--- src/rtl/hdmi_i2c_cfg.sv ---
// hdmi_i2c_cfg: selects the HDMI channel on the KC705 I2C switch, then writes an
// externally supplied register table to the ADV7511 over I2C.
module hdmi_i2c_cfg #(
    parameter int          CLK_HZ   = 200000000,
    parameter int          I2C_HZ   = 100000,
    parameter logic [6:0]  MUX_ADDR = 7'h74,
    parameter logic [7:0]  MUX_CHAN = 8'h20,
    parameter logic [6:0]  DEV_ADDR = 7'h39,
    parameter logic [7:0]  NUM_REGS = 8'd40
) (
    input  logic        sys0_clk,
    input  logic        sys0_rstn,
    input  logic        start,
    output logic [7:0]  tbl_addr,
    input  logic [15:0] tbl_data,
    output logic        i2c_scl_o,
    output logic        i2c_sda_oe,
    input  logic        i2c_sda_i,
    output logic        busy,
    output logic        done,
    output logic        nack_err,
    output logic [7:0]  err_idx
);
    localparam int QDIV = CLK_HZ / (4 * I2C_HZ);
    localparam int QW   = $clog2(QDIV);

    typedef enum logic [2:0] {S_IDLE, S_PRESTOP, S_START, S_BYTE, S_ACK, S_STOP, S_GAP, S_DONE} state_t;

    state_t        state, state_n;
    logic [QW-1:0] qcnt;
    logic [1:0]    q;
    logic [2:0]    bitn;
    logic [1:0]    bidx;
    logic [7:0]    txn;
    logic [15:0]   data_q;
    logic          tick, pend, last_byte, accept;
    logic [7:0]    cur_byte;

    assign tick      = qcnt == QW'(QDIV - 1);
    assign pend      = tick && q == 2'd3;
    assign accept    = state == S_IDLE && start;
    assign busy      = state != S_IDLE && state != S_DONE;
    assign tbl_addr  = txn;
    // Transaction 0 is the two-byte switch write; table entries use three bytes.
    assign last_byte = bidx == (txn == 8'd0 ? 2'd1 : 2'd2);
    assign cur_byte  = bidx == 2'd0 ? {(txn == 8'd0 ? MUX_ADDR : DEV_ADDR), 1'b0} :
                       bidx == 2'd1 ? (txn == 8'd0 ? MUX_CHAN : data_q[15:8]) : data_q[7:0];

    always_ff @(posedge sys0_clk) begin
        if (!sys0_rstn) begin
            state    <= S_IDLE;
            qcnt     <= '0;
            q        <= '0;
            bitn     <= '0;
            bidx     <= '0;
            txn      <= '0;
            data_q   <= '0;
            done     <= 1'b0;
            nack_err <= 1'b0;
            err_idx  <= '0;
        end else begin
            state <= state_n;
            qcnt  <= (busy && !tick) ? qcnt + 1'b1 : '0;
            if (busy && tick) q <= q + 2'd1;
            if (state == S_BYTE && pend) bitn <= bitn + 3'd1;
            if (state == S_START && pend) bidx <= 2'd0;
            if (state == S_ACK && pend) bidx <= bidx + 2'd1;
            if (state == S_GAP && pend) begin
                txn    <= txn + 8'd1;
                data_q <= tbl_data;
            end
            if (state == S_STOP && state_n == S_DONE) done <= 1'b1;
            if (state == S_ACK && tick && q == 2'd2 && i2c_sda_i) begin
                nack_err <= 1'b1;
                err_idx  <= txn;
            end
            if (accept) begin
                txn      <= '0;
                done     <= 1'b0;
                nack_err <= 1'b0;
                err_idx  <= '0;
            end
        end
    end

    always_comb begin
        state_n = state;
        case (state)
            S_IDLE:    if (start) state_n = S_PRESTOP;
            S_PRESTOP: if (pend) state_n = S_START;
            S_START:   if (pend) state_n = S_BYTE;
            S_BYTE:    if (pend && bitn == 3'd7) state_n = S_ACK;
            S_ACK:     if (pend) state_n = (nack_err || last_byte) ? S_STOP : S_BYTE;
            S_STOP:    if (pend) state_n = (nack_err || txn == NUM_REGS) ? S_DONE : S_GAP;
            S_GAP:     if (pend) state_n = S_START;
            default:   state_n = S_IDLE;
        endcase
    end

    always_comb begin
        i2c_scl_o  = 1'b1;
        i2c_sda_oe = 1'b0;
        case (state)
            S_PRESTOP, S_STOP: begin
                i2c_scl_o  = q != 2'd0;
                i2c_sda_oe = q < 2'd2;
            end
            S_START: begin
                i2c_scl_o  = q != 2'd3;
                i2c_sda_oe = q[1];
            end
            S_BYTE: begin
                i2c_scl_o  = q[0] ^ q[1];
                i2c_sda_oe = ~cur_byte[3'd7 - bitn];
            end
            S_ACK:   i2c_scl_o = q[0] ^ q[1];
            default: ;
        endcase
    end
endmodule

--- config.mk ---
export PLATFORM = sky130hd
export DESIGN_NAME = hdmi_i2c_cfg
export DESIGN_NICKNAME = d
export VERILOG_FILES = /design/src/rtl/hdmi_i2c_cfg.sv
export SDC_FILE = /design/constraint.sdc
export NUM_CORES = 1
export LEC_CHECK = 0
export CAP_MARGIN = 10
export CORE_UTILIZATION = 48
export CTS_CLUSTER_SIZE = 10
export DETAILED_ROUTE_END_ITERATION = 8
export HOLD_SLACK_MARGIN = 0.08
export PLACE_DENSITY = 0.75
export SYNTH_ARGS = -nofsm -noshare
export SYNTH_HDL_FRONTEND = slang
export SYNTH_SLANG_ARGS = --single-unit
--- constraint.sdc ---
create_clock -name sys0_clk -period 2.2 [get_ports sys0_clk]
set_input_delay 0.22 -clock sys0_clk [delete_from_list [all_inputs] [get_ports sys0_clk]]
set_output_delay 0.22 -clock sys0_clk [all_outputs]
set_load 0.02 [all_outputs]
==> reports/metrics.csv <==
metric,value,unit
dp_slack,-0.370,ns
rsz0062_at_grt,yes,
clock_sinks,53,
cts_buffers,5,
critical_path.max_fanout,7,
p_leak,0.00125,uW
drc,0,
clock_path_buffers,2,
ys_ff_latch,53,
antenna_left,0,
syn_area,0.00267,sq mm
hold_path_class,reg -> reg,
grt_pass1_wl,10600,microns
regToRegSetupSlack,0.20,ns
period_needed,2.30,ns
max-vdd-ir-drop,0.301,mV
fin_skew,0.0148,ns
slew_viol_final,0,
grt_pass1_vias,2342,
start_kind,register,
async_reset_ff_frac,0,
synth.distinct_cells,51,
critPathCaptureType,output pin,
synthCells,327,
cts_root_buffer,clkbuf_8,
endpoint,i2c_sda_oe,
setup-violations-final,1,
h-tree-depth,2,
r2r-end,tbl_addr[7],
critical_path_class,reg -> out,
max_stage_delay,0.37,ns
cp-startpoint,tbl_addr[1],
ys_seq_area_frac,0.398,
r2r_start,q[1],
io_pins,41,
maxCapViolations,0,
avgSynthCellArea,8.15,sq um
portBuffers,40,
synth-edff-count,0,
grt_overflow_total,0,
fill_cells,439,
regArea,0.00107,sq mm
slowest_stage,dfxtp_4,
clock_latency,0.31,ns
drtPass1Iterations,5,
cp.arrival,2.08,ns
row_count,26,
path_cells,inv_4 -> ha_4 -> nor4b_4 -> and2_4 -> o211a_1 -> o41ai_2 -> o32ai_2 -> buf_4,
max-slew-margin-rel,0.689,
fmaxAchievable,0.435,GHz
cts_tree,yes,
vias_per_cell,5.36,
core,0.00524,sq mm
yosys_warnings,0,
finalHoldViolations,0,
status,finished with violations,
multiInputGateArea,0.00159,sq mm
setup_ws,-0.100,ns
wl,6550,microns
tightest_slew,0.463,ns
grt_use_total,0.227,
post_dp_cell_area,0.00335,sq mm
power_density,451,mW/mm^2
die_w,76.5,microns
antenna_cells,0,
antenna_found_initial,0,
nets,420,
drtIter0Drc,186,
finish.instance_area,0.00354,sq mm
die_y,76.5,microns
die_area,0.00586,sq mm
fin_setup_tns,-0.100,ns
cp.required,1.98,ns
area_growth,32.7,%
gp_congestion,0.899,
grt_max_degree,19,
dr_total_vias,2467,
rr_worst_depth,6,
path_clk_slew,0.10,ns
drive_above_1_share,0.172,
start_util,0.509,
hold_buffers,0,
violations,setup timing,
ys.flop_type,dfxtp_1,
wire_per_inst,14.2,microns
dp_hpwl,4570,microns
syn_nets,357,
post-route-period-util,1.05,
synthesized netlist by cell type, drive strengths merged (6+ instances only):
library cell	instances	share of area
dfxtp	53	0.40
nand2b	6	0.014
nor3	11	0.021
ha	10	0.047
inv	13	0.018
nor2	40	0.057
nand2	59	0.083
clkbuf	14	0.020
nand3	10	0.019
mux2i	9	0.034
nand4	6	0.016
xnor2	11	0.036
a21oi	26	0.049
power breakdown:
group | total, uW | leakage [uW] | internal [uW] | switching (uW)
Combinational | 108 | 0.000779 | 57.2 | 50.5
Clock | 525 | 0.0000410 | 217 | 308
Sequential | 961 | 0.000430 | 959 | 2.39
cells in the final DEF, fill, tap and decap left out, types with 2 or more instances in the layout:
master	Yosys	layout
clkbuf_8	0	5
mux2i_1	9	9
o31ai_1	3	3
nand3b_1	2	2
nor2_1	39	38
a21oi_1	26	26
dfxtp_1	53	49
ha_1	10	7
inv_2	0	2
nor4_4	1	2
buf_4	0	36
nor3_1	11	11
nand4_1	5	5
a311o_1	3	3
ha_4	0	3
nor2b_1	3	3
dfxtp_4	0	2
dfxtp_2	0	2
nand3_1	10	10
inv_1	13	10
nand2_1	59	59
o21ai_0	3	3
o211a_1	2	2
clkdlybuf4s50_1	0	38
nand2b_1	6	6
xor2_1	5	5
a31oi_1	3	3
nor4_1	3	2
xnor2_1	11	11
worst min-delay path by stage:
stage,depth (start not counted),to,from
after floorplan,2,data_q[0],tbl_data[0]
after global placement,1,qcnt[0],qcnt[0]
after detailed placement,1,qcnt[0],qcnt[0]
after CTS,3,data_q[0],tbl_data[0]
after global routing,3,data_q[0],tbl_data[0]
final,1,qcnt[0],qcnt[0]
what timing repair did:
action | in CTS | in global routing
endpoints found under the setup margin | 2 | 17
pin swaps | 4 | 4
buffers inserted | 2 | 0
gates resized for setup | 20 | 8
cells by family (layout without fill, tap and decap cells):
kind of cell,after synthesis,after routing,share of synthesized area
flops,53,53,0.398
simple gates,150,150,0.269
fa+ha+maj,10,10,0.0469
buf+inv,32,95,0.0493
compound gates,56,56,0.142
xor+xnor,16,16,0.0526
mux,10,10,0.0422
cell type report:
| class | count | area share |
|---|---|---|
| timing repair buffer | 75 | 0.186 |
| tap | 70 | 0.0248 |
| inverter | 13 | 0.0145 |
| clock inverter | 1 | 0.00141 |
| clock buffer | 6 | 0.0205 |
| multi-input combinational | 242 | 0.450 |
| sequential | 53 | 0.303 |
through the flow:
stage	power [uW]	hold slack [ns]	utilization	cells
floorplan	1030	0.356	-	327
global placement	1090	0.429	0.639	451
detailed placement	1090	0.441	0.639	451
CTS	1600	0.449	0.667	460
global route	1650	0.453	0.675	460
finish	1590	0.444	0.675	460
flip-flops by register name, summed over array words and instances (netlist names):
register	cells
bidx	2
state	3
nack_err	1
done	1
data_q	16
tbl_addr	8
err_idx	8
q	2
qcnt	9
bitn	3
layer usage:
| metal | up-vias | global-route usage | part of all wire | routed length [microns] |
|---|---|---|---|---|
| met5 | - | 0 | 0 | 0 |
| li1 | 1258 | - | - | - |
| met1 | 1128 | 0.287 | 0.46 | 3030 |
| met4 | 0 | 0.0865 | 0.028 | 184 |
| met3 | 22 | 0.0587 | 0.037 | 239 |
| met2 | 59 | 0.369 | 0.47 | 3090 |
worst max-delay path: cells and delay by family, from the launching register on:
| kind | cells | cell delay (ns) |
|---|---|---|
| buffers and inverters | 2 | 0.20 |
| flip-flops | 1 | 0.37 |
| AO/OA/AOI/OAI | 3 | 0.73 |
| AND/OR/NAND/NOR | 2 | 0.31 |
| adder cells (fa/ha/maj) | 1 | 0.14 |
Note: power is estimated with default switching activity, not from simulation.
